### src/rtl/mgt_01_div_ctrl_pkg.sv
// Shared types and constants for the MGT-01 divider controller.
// Optional reuse store is enabled by defining MGT_01_DIV_REUSE_EN.
package mgt_01_div_ctrl_pkg;

  localparam int XLEN  = 32;
  localparam int TAG_W = 5;

  typedef enum logic [1:0] {
    DIV_  = 2'b00,
    DIVU_ = 2'b01,
    REM_  = 2'b10,
    REMU_ = 2'b11
  } div_ops_e;

  typedef enum logic {
    FREE = 1'b0,
    BUSY = 1'b1
  } fu_state_e;

  typedef enum logic [1:0] {
    IDLE     = 2'd0,
    RUN      = 2'd1,
    CAPT_ALT = 2'd2,
    RESP     = 2'd3
  } div_ctrl_state_e;

  localparam logic [XLEN-1:0] DIV_OVF_DIVIDEND = 32'h8000_0000;
  localparam logic [XLEN-1:0] DIV_ALL_ONES     = '1;

  // Bit 1 selects quotient/remainder, so flipping it pairs DIV_<->REM_ and DIVU_<->REMU_.
  function automatic div_ops_e paired_op(input div_ops_e op);
    logic [1:0] v;
    v = op;
    return div_ops_e'(v ^ 2'b10);
  endfunction

endpackage

### src/rtl/mgt_01_div_special_detect.sv
// Combinational RISC-V divide special-case classifier (divide-by-zero, signed overflow).
module mgt_01_div_special_detect
  import mgt_01_div_ctrl_pkg::*;
(
  input  div_ops_e        op_i,
  input  logic [XLEN-1:0] dividend_i,
  input  logic [XLEN-1:0] divisor_i,
  output logic            hit_o,
  output logic [XLEN-1:0] result_o
);

  logic div_zero;
  logic ovf;

  assign div_zero = (divisor_i == '0);
  assign ovf      = (dividend_i == DIV_OVF_DIVIDEND) && (divisor_i == DIV_ALL_ONES);

  always_comb begin
    hit_o    = 1'b0;
    result_o = '0;
    unique case (op_i)
      DIV_: begin
        if (div_zero) begin
          hit_o    = 1'b1;
          result_o = DIV_ALL_ONES;
        end else if (ovf) begin
          hit_o    = 1'b1;
          result_o = DIV_OVF_DIVIDEND;
        end
      end
      DIVU_: begin
        if (div_zero) begin
          hit_o    = 1'b1;
          result_o = DIV_ALL_ONES;
        end
      end
      REM_: begin
        if (div_zero) begin
          hit_o    = 1'b1;
          result_o = dividend_i;
        end else if (ovf) begin
          hit_o    = 1'b1;
          result_o = '0;
        end
      end
      REMU_: begin
        if (div_zero) begin
          hit_o    = 1'b1;
          result_o = dividend_i;
        end
      end
      default: ;
    endcase
  end

endmodule

### src/rtl/mgt_01_div_ctrl.sv
// Request/response sequencer in front of the iterative MGT-01 divider.
// Define MGT_01_DIV_REUSE_EN to add the CAPT_ALT state and the paired-op reuse store.
module mgt_01_div_ctrl
  import mgt_01_div_ctrl_pkg::*;
(
  input  logic             clk_i,
  input  logic             rst_n_i,
  input  logic             req_valid_i,
  output logic             req_ready_o,
  input  div_ops_e         req_op_i,
  input  logic [XLEN-1:0]  req_dividend_i,
  input  logic [XLEN-1:0]  req_divisor_i,
  input  logic [TAG_W-1:0] req_tag_i,
  input  logic             flush_i,
  output logic             resp_valid_o,
  input  logic             resp_ready_i,
  output logic [XLEN-1:0]  resp_data_o,
  output logic [TAG_W-1:0] resp_tag_o,
  output logic [XLEN-1:0]  div_dividend_o,
  output logic [XLEN-1:0]  div_divisor_o,
  output div_ops_e         div_op_o,
  output logic             div_clk_en_o,
  output logic             div_rst_n_o,
  input  fu_state_e        div_fu_state_i,
  input  logic [XLEN-1:0]  div_result_i,
  output fu_state_e        fu_state_o
);

  div_ctrl_state_e  state_q, state_d;
  logic             busy_seen_q, busy_seen_d;
  div_ops_e         op_q, op_d;
  logic [XLEN-1:0]  dividend_q, dividend_d;
  logic [XLEN-1:0]  divisor_q, divisor_d;
  logic [TAG_W-1:0] tag_q, tag_d;
  logic [XLEN-1:0]  data_q, data_d;
  logic             abort_q, abort_d;
  logic             accept;
  logic             sp_hit;
  logic [XLEN-1:0]  sp_result;

`ifdef MGT_01_DIV_REUSE_EN
  logic             st_vld_q, st_vld_d;
  logic [XLEN-1:0]  st_dividend_q, st_dividend_d;
  logic [XLEN-1:0]  st_divisor_q, st_divisor_d;
  div_ops_e         st_op_q, st_op_d;
  logic [XLEN-1:0]  st_data_q, st_data_d;
  logic             st_hit;

  // Op equality also implies equal signedness.
  assign st_hit = st_vld_q && (req_dividend_i == st_dividend_q)
                  && (req_divisor_i == st_divisor_q) && (req_op_i == st_op_q);
`endif

  mgt_01_div_special_detect u_special (
    .op_i       (req_op_i),
    .dividend_i (req_dividend_i),
    .divisor_i  (req_divisor_i),
    .hit_o      (sp_hit),
    .result_o   (sp_result)
  );

  assign req_ready_o    = (state_q == IDLE) & ~flush_i;
  assign accept         = req_valid_i & req_ready_o;
  assign resp_data_o    = data_q;
  assign resp_tag_o     = tag_q;
  assign div_dividend_o = dividend_q;
  assign div_divisor_o  = divisor_q;
  assign fu_state_o     = (state_q == IDLE) ? FREE : BUSY;
  // The abort pulse is registered; reset itself also holds the divider in reset.
  assign div_rst_n_o    = rst_n_i & ~abort_q;

  always_comb begin
    state_d      = state_q;
    busy_seen_d  = busy_seen_q;
    op_d         = op_q;
    dividend_d   = dividend_q;
    divisor_d    = divisor_q;
    tag_d        = tag_q;
    data_d       = data_q;
    abort_d      = 1'b0;
    div_clk_en_o = 1'b0;
    div_op_o     = op_q;
    resp_valid_o = 1'b0;
`ifdef MGT_01_DIV_REUSE_EN
    st_vld_d      = st_vld_q;
    st_dividend_d = st_dividend_q;
    st_divisor_d  = st_divisor_q;
    st_op_d       = st_op_q;
    st_data_d     = st_data_q;
`endif

    unique case (state_q)
      IDLE: begin
        busy_seen_d = 1'b0;
        if (accept) begin
          op_d       = req_op_i;
          dividend_d = req_dividend_i;
          divisor_d  = req_divisor_i;
          tag_d      = req_tag_i;
          if (sp_hit) begin
            data_d  = sp_result;
            state_d = RESP;
`ifdef MGT_01_DIV_REUSE_EN
          end else if (st_hit) begin
            data_d  = st_data_q;
            state_d = RESP;
`endif
          end else begin
            state_d = RUN;
          end
        end
      end
      RUN: begin
        div_clk_en_o = 1'b1;
        if (div_fu_state_i == BUSY) busy_seen_d = 1'b1;
        if (busy_seen_q && (div_fu_state_i == FREE)) begin
          div_clk_en_o = 1'b0;
          data_d       = div_result_i;
`ifdef MGT_01_DIV_REUSE_EN
          state_d      = CAPT_ALT;
`else
          state_d      = RESP;
`endif
        end
      end
`ifdef MGT_01_DIV_REUSE_EN
      CAPT_ALT: begin
        div_op_o      = paired_op(op_q);
        st_vld_d      = 1'b1;
        st_dividend_d = dividend_q;
        st_divisor_d  = divisor_q;
        st_op_d       = paired_op(op_q);
        st_data_d     = div_result_i;
        state_d       = RESP;
      end
`endif
      RESP: begin
        resp_valid_o = 1'b1;
        if (resp_ready_i) state_d = IDLE;
      end
      default: state_d = IDLE;
    endcase

    if (flush_i) begin
      state_d     = IDLE;
      busy_seen_d = 1'b0;
      if ((state_q == RUN) || (state_q == CAPT_ALT)) begin
        abort_d = 1'b1;
`ifdef MGT_01_DIV_REUSE_EN
        st_vld_d = 1'b0;
`endif
      end
    end
  end

  always_ff @(posedge clk_i or negedge rst_n_i) begin
    if (!rst_n_i) begin
      state_q     <= IDLE;
      busy_seen_q <= 1'b0;
      op_q        <= DIV_;
      dividend_q  <= '0;
      divisor_q   <= '0;
      tag_q       <= '0;
      data_q      <= '0;
      abort_q     <= 1'b0;
    end else begin
      state_q     <= state_d;
      busy_seen_q <= busy_seen_d;
      op_q        <= op_d;
      dividend_q  <= dividend_d;
      divisor_q   <= divisor_d;
      tag_q       <= tag_d;
      data_q      <= data_d;
      abort_q     <= abort_d;
    end
  end

`ifdef MGT_01_DIV_REUSE_EN
  always_ff @(posedge clk_i or negedge rst_n_i) begin
    if (!rst_n_i) begin
      st_vld_q      <= 1'b0;
      st_dividend_q <= '0;
      st_divisor_q  <= '0;
      st_op_q       <= DIV_;
      st_data_q     <= '0;
    end else begin
      st_vld_q      <= st_vld_d;
      st_dividend_q <= st_dividend_d;
      st_divisor_q  <= st_divisor_d;
      st_op_q       <= st_op_d;
      st_data_q     <= st_data_d;
    end
  end
`endif

endmodule

### config.mk
export PLATFORM = sky130hd
export DESIGN_NAME = mgt_01_div_ctrl
export DESIGN_NICKNAME = d
export VERILOG_FILES = /design/src/rtl/mgt_01_div_ctrl_pkg.sv /design/src/rtl/mgt_01_div_special_detect.sv /design/src/rtl/mgt_01_div_ctrl.sv
export SDC_FILE = /design/constraint.sdc
export NUM_CORES = 1
export LEC_CHECK = 0
export BUFFER_PORTS_ARGS = -buffer_cell sky130_fd_sc_hd__buf_2
export CORE_MARGIN = 5
export CORE_UTILIZATION = 40
export CTS_CLUSTER_DIAMETER = 40
export DETAILED_ROUTE_END_ITERATION = 8
export GPL_TIMING_DRIVEN = 0
export PLACE_DENSITY = 0.69
export SLEW_MARGIN = 20
export SYNTH_ARGS = -nofsm -noshare
export SYNTH_HDL_FRONTEND = slang
export SYNTH_SLANG_ARGS = --single-unit
### constraint.sdc
create_clock -name clk_i -period 3 [get_ports clk_i]
set_clock_uncertainty 0.15 [all_clocks]
set_input_delay 0.75 -clock clk_i [delete_from_list [all_inputs] [get_ports clk_i]]
set_output_delay 0.75 -clock clk_i [all_outputs]
set_load 0.02 [all_outputs]
==> flow_summary.json, run 1 <==
{
  "cts.path.max_buffers": 2,
  "firstDrtPassIters": 6,
  "ant_nets": 0,
  "grt_pass1_wl_um": 22780,
  "synth-edff-count": 0,
  "power_density_mw_per_mm2": 995.0,
  "cts_tree": "yes",
  "crit_arrival_ns": 2.93,
  "final_util": 0.5317,
  "setup_slack_ns": 0.1560,
  "holdBufCountCts": 0,
  "rr_endpoint": "resp_data_o[27]$_DFFE_PN0P_",
  "rrSetupSlack_ns": 0.37,
  "port_buffers": 216,
  "postSynthCellCount": 395,
  "area_delta_synth_final_pct": 31.83,
  "vdd_drop_max_v": 0.0005747,
  "die_h_um": 122.1,
  "vias": 4051,
  "yosysSeqAreaShare": 0.5326,
  "slew_viol_final": 0,
  "period_share": 0.9480,
  "cp.required_ns": 3.08,
  "design_area_sq_mm": 0.006628,
  "tns_ns": 0,
  "grt_max_degree": 57,
  "maxCapViolCount": 0,
  "gp_congestion": 0.8320,
  "final_cells": 799,
  "dpl_cell_area_sq_mm": 0.006357,
  "via_per_inst": 5.070,
  "layout.cells.most_common_list": "buf_2 (215), dfrtp_1 (107), mux2_2 (73), nand2_1 (35)",
  "status": "complete, no violations",
  "fp.dieArea_sq_mm": 0.01491,
  "post_drt_wl_per_cell_um": 18.74,
  "synthArstFlopShare": 1.000,
  "initial_core_util": 0.4033,
  "endpoint_kind": "flop",
  "clock_sinks": 107,
  "syn_area_sq_mm": 0.005027,
  "synth.avg_cell_area_sq_um": 12.73,
  "post-cts-setup-buffers": 0,
  "grt-ovfl-total": 0,
  "antenna_found_initial": 2,
  "final_common_cell": "buf_2",
  "ys_seq_elements": 107,
  "crit_fanout": 10,
  "fmax_mhz": 351.6,
  "hpwl_um": 11850,
  "num_io_pins": 217,
  "grtUsageTotal": 0.1998,
  "synth_flop_cell": "dfrtp_1",
  "seqCellArea_sq_mm": 0.002678,
  "rows": 41,
  "rsz0062_at_grt": "false",
  "chipWidth_um": 122.1,
  "path_clk_slew_ns": 0.07,
  "worstSkewPairLatency_ns": 0.35,
  "final_nets": 735,
  "p_leak_nw": 3.201,
  "critPathLaunchType": "input pin",
  "cts_root_buf": "clkbuf_16",
  "multi_input_area_sq_mm": 0.002211,
  "max_slew.worst_pin.slew_ns": 0.6650,
  "dp_cells": 784,
  "criticalPathCategory": "input pin to flop",
  "cts_buffers": 9,
  "hp-class": "input pin to asynchronous set/reset pin",
  "yosysUniqueCellTypes": 30,
  "grt_pass1_vias": 4263,
  "hold_slack_ns": 0.1979,
  "yosys_warnings": 0,
  "timing.final.crit_period_ns": 2.844,
  "timing.slew.headroom": 0.5567,
  "dr.first_iter.drc_count": 179,
  "pre_cts_ws_ns": -0.2557,
  "cts-htree-levels": 3,
  "total_power_mw": 6.594,
  "fillCellCount": 1123,
  "placeableCoreArea_sq_mm": 0.01247,
  "drive_above_1_share": 0.5439,
  "critical_path.reg2reg.startpoint": "state_q[0]$_DFFE_PN0P_",
  "hold_viol_final": 0,
  "finalSetupViolCount": 0,
  "r2r_cells": 10,
  "routed_wl_um": 14970,
  "synth_fp_nets": 507,
  "num_antenna_cells": 0,
  "postCtsResizedCells": 0,
  "drc": 0
}
-- cell usage after synthesis (all sizes together) (2+ instances only) --
cell type | count | area (sq um)
mux2 | 103 | 1272
inv | 6 | 22.52
o31ai | 31 | 232.7
clkbuf | 22 | 82.58
a21oi | 2 | 10.01
ha | 3 | 37.54
or2 | 2 | 12.52
nand2 | 35 | 131.4
nor2 | 6 | 22.52
nand3 | 2 | 10.01
nor4 | 15 | 93.84
dfrtp | 107 | 2678
o21ai | 5 | 25.02
buf | 3 | 33.78
nand4 | 10 | 62.56
nor2b | 31 | 193.9
-- sequential cells by signal, summed over array words and instances (netlist names) --
signal	cells
resp_data_o	32
state_q	2
div_divisor_o	32
div_dividend_o	32
busy_seen_q	1
abort_q	1
resp_tag_o	5
div_op_o	2
-- layer usage --
layer,vias up,wire length [um],share of wire,GRT usage
met2,173,7142,0.48,0.3239
met5,-,21,0.0014,0
met4,4,238,0.016,0.06018
met1,1961,6056,0.40,0.2420
met3,27,1514,0.10,0.08635
li1,1886,-,-,-
-- where the power goes --
part / internal [mW] / switching [mW] / total [mW]
sequential: 2.07 / 0.314 / 2.38
combinational: 1.29 / 1.82 / 3.10
clock: 0.582 / 0.525 / 1.11
-- worst max-delay path, stage by stage --
cell and delay, ns:
buf_2 0.12, nor4_1 0.32, nand4_1 0.17, or2_1 0.23, clkbuf_1 0.23, a2bb2oi_1 0.21
o22ai_4 0.32, buf_6 0.24, mux2_4 0.31
-- cells by family (layout without fill, tap and decap cells) --
family | after synthesis | after routing | share of synthesized area
muxes | 103 | 103 | 0.2531
DFF | 107 | 107 | 0.5326
and+or+nand+nor | 109 | 109 | 0.1175
AOI/OAI and AO/OA | 42 | 42 | 0.06172
adders and majority gates | 3 | 3 | 0.007467
buffers and inverters | 31 | 263 | 0.02763
-- final cells by class --
class                           count  area share
Timing Repair Buffer              217      0.1682
Multi-Input combinational cell    257      0.3336
Sequential cell                   107      0.4040
Buffer                             25     0.01756
Clock inverter                      4    0.004153
Tap cell                          172     0.03247
Inverter                            6    0.003398
Clock buffer                       11     0.03662
-- how the worst max path moves through the flow --
stage	from	endpoint	cells past startpoint
after floorplan	req_dividend_i[29]	resp_data_o[10]$_DFFE_PN0P_	6
after global placement	rst_n_i	div_rst_n_o	3
after detailed placement	req_dividend_i[6]	resp_data_o[28]$_DFFE_PN0P_	8
after CTS	req_dividend_i[6]	resp_data_o[27]$_DFFE_PN0P_	8
after global routing	req_divisor_i[26]	resp_data_o[27]$_DFFE_PN0P_	9
final	req_divisor_i[10]	resp_data_o[27]$_DFFE_PN0P_	9
Note: power is estimated with default switching activity, not from simulation.
==> run 2: changes to the inputs <==
CORE_ASPECT_RATIO = 0.7   (was unset)
HOLD_SLACK_MARGIN = 0.15   (was unset)
PLACE_DENSITY = 0.78   (was 0.69)
==> run 2 against run 1 <==
Worst hold slack worse by 0.0041 ns. Sequential cell count did not move. Clock power is 11% higher. Critical path type unchanged. Critical endpoint is now resp_data_o[25]$_DFFE_PN0P_.
==> flow_summary.json, run 2 (synthesized netlist as in run 1, its figures left out) <==
{
  "status": "complete, no violations",
  "final_cells": 791,
  "grtUsageTotal": 0.2047,
  "cp.required_ns": 3.07,
  "hold_slack_ns": 0.1938,
  "power_density_mw_per_mm2": 1012,
  "port_buffers": 216,
  "final_nets": 735,
  "grt-ovfl-total": 0,
  "critPathSlowestCell": "or4b_1",
  "cts.path.max_buffers": 2,
  "fillCellCount": 1094,
  "combPwrFrac": 0.462,
  "endpoint_kind": "flop",
  "dp_cells": 774,
  "holdBufCountCts": 0,
  "max_slew.worst_pin.slew_ns": 0.6887,
  "vdd_drop_max_v": 0.0005281,
  "vias": 4071,
  "cts_root_buf": "clkbuf_16",
  "pre_cts_ws_ns": -0.2357,
  "grt_pass1_vias": 4316,
  "grt_max_degree": 57,
  "layout.cells.most_common_list": "buf_2 (215), dfrtp_1 (107), mux2_2 (73), nand2_1 (35)",
  "die_h_um": 103.8,
  "drive_above_1_share": 0.5478,
  "drc": 0,
  "intPower_mw": 4.019,
  "swShare": 0.4038,
  "area_delta_synth_final_pct": 32.50,
  "p_leak_nw": 3.211,
  "hp-class": "input pin to asynchronous set/reset pin",
  "seqPwrFrac": 0.356,
  "cts_tree": "yes",
  "slew_viol_final": 0,
  "maxCapViolCount": 0,
  "cp_cell_sequence": "buf_2 -> or4b_1 -> nor4_1 -> nand4_1 -> o22ai_4 -> buf_6 -> mux2_4",
  "worstSkewPairLatency_ns": 0.34,
  "period_share": 0.9485,
  "clock_sinks": 107,
  "critPathMaxStageDelay_ns": 0.52,
  "critPathLaunchType": "input pin",
  "final_common_cell": "buf_2",
  "crit_fanout": 10,
  "placeableCoreArea_sq_mm": 0.01238,
  "chipWidth_um": 144.0,
  "timing.final.crit_period_ns": 2.845,
  "grt_pass1_wl_um": 24090,
  "routed_wl_um": 15320,
  "criticalPathCategory": "input pin to flop",
  "post_drt_wl_per_cell_um": 19.36,
  "gp_congestion": 0.8381,
  "rsz0062_at_grt": "false",
  "dr.first_iter.drc_count": 190,
  "cts-htree-levels": 3,
  "power_frac_clock": 0.183,
  "final_util": 0.5381,
  "hold_viol_final": 0,
  "num_io_pins": 217,
  "hpwl_um": 12060,
  "cts_buffers": 9,
  "fmax_mhz": 351.4,
  "finalSetupViolCount": 0,
  "firstDrtPassIters": 6,
  "seqCellArea_sq_mm": 0.002678,
  "cpLargestDelayFamily": "simple AND/OR/NAND/NOR gates",
  "multi_input_area_sq_mm": 0.002217,
  "setup_slack_ns": 0.1546,
  "via_per_inst": 5.147,
  "antenna_found_initial": 0,
  "path_buf_inv": 2,
  "tns_ns": 0,
  "fp.dieArea_sq_mm": 0.01495,
  "p_switching_mw": 2.722,
  "timing.slew.headroom": 0.5409,
  "rr_endpoint": "div_dividend_o[15]$_DFFE_PN0P_",
  "initial_core_util": 0.4061,
  "rows": 34,
  "ant_nets": 0,
  "r2r_cells": 8,
  "path_clk_slew_ns": 0.07,
  "crit_arrival_ns": 2.92,
  "critical_path.reg2reg.startpoint": "state_q[0]$_DFFE_PN0P_",
  "rrSetupSlack_ns": 0.31
}
-- run 2: cell type report --
cell class | count | share of cell area
flip-flops and latches | 107 | 0.4020
clock inverters | 7 | 0.01240
multi-input cells | 257 | 0.3328
repair buffers | 217 | 0.1674
plain buffers | 25 | 0.01747
diodes | 1 | 0.0003757
clock buffers | 9 | 0.03381
well taps | 162 | 0.03043
inverters | 6 | 0.003381
-- run 2: metal layers --
layer,wire length (um),track usage
met4,143,0.03898
met1,6628,0.2770
met3,1460,0.06863
met2,7084,0.3227
met5,0,0
-- run 2: worst register-to-register path, stage by stage (launching register included) --
cell and delay (ns):
dfrtp_1 0.40, inv_1 0.06, ha_1 0.19, inv_1 0.17
nor2_1 0.09, nand2_1 0.08, clkbuf_1 0.43, clkbuf_1 0.59
mux2_2 0.42
-- run 2: worst max path at each step --
stage,cells after the start,slack [ns],to,startpoint
after floorplan,6,0.34,resp_data_o[10]$_DFFE_PN0P_,req_dividend_i[29]
after CTS,8,0.12,resp_data_o[13]$_DFFE_PN0P_,req_dividend_i[30]
final,7,0.15,resp_data_o[25]$_DFFE_PN0P_,req_dividend_i[9]
after detailed placement,8,-0.24,resp_data_o[13]$_DFFE_PN0P_,req_dividend_i[30]
after global routing,9,0.08,resp_data_o[13]$_DFFE_PN0P_,req_divisor_i[21]
after global placement,3,-0.88,div_rst_n_o,rst_n_i
-- run 2: through the flow --
| step | power (mW) | area, sq um |
|---|---|---|
| 6_report | 6.741 | 6661 |
| 5_1_grt | 7.139 | 6659 |
| 4_1_cts | 6.815 | 6653 |
| 3_5_place_dp | 5.559 | 6345 |
| 3_3_place_gp | 5.447 | 6311 |
| 2_1_floorplan | 4.401 | 5027 |
-- run 2: what timing repair did --
item	CTS	global route
setup buffers	0	0
endpoints found under the setup margin	0	30
gates resized for setup	0	1
-- run 2: power by group through the flow --
stage | clock network, mW | logic [mW] | registers [mW]
6_report | 1.23 | 3.11 | 2.40
3_5_place_dp | 0 | 3.14 | 2.42
3_3_place_gp | 0 | 3.07 | 2.38
4_1_cts | 1.27 | 3.15 | 2.40
2_1_floorplan | 0 | 1.25 | 3.15
5_1_grt | 1.32 | 3.34 | 2.48
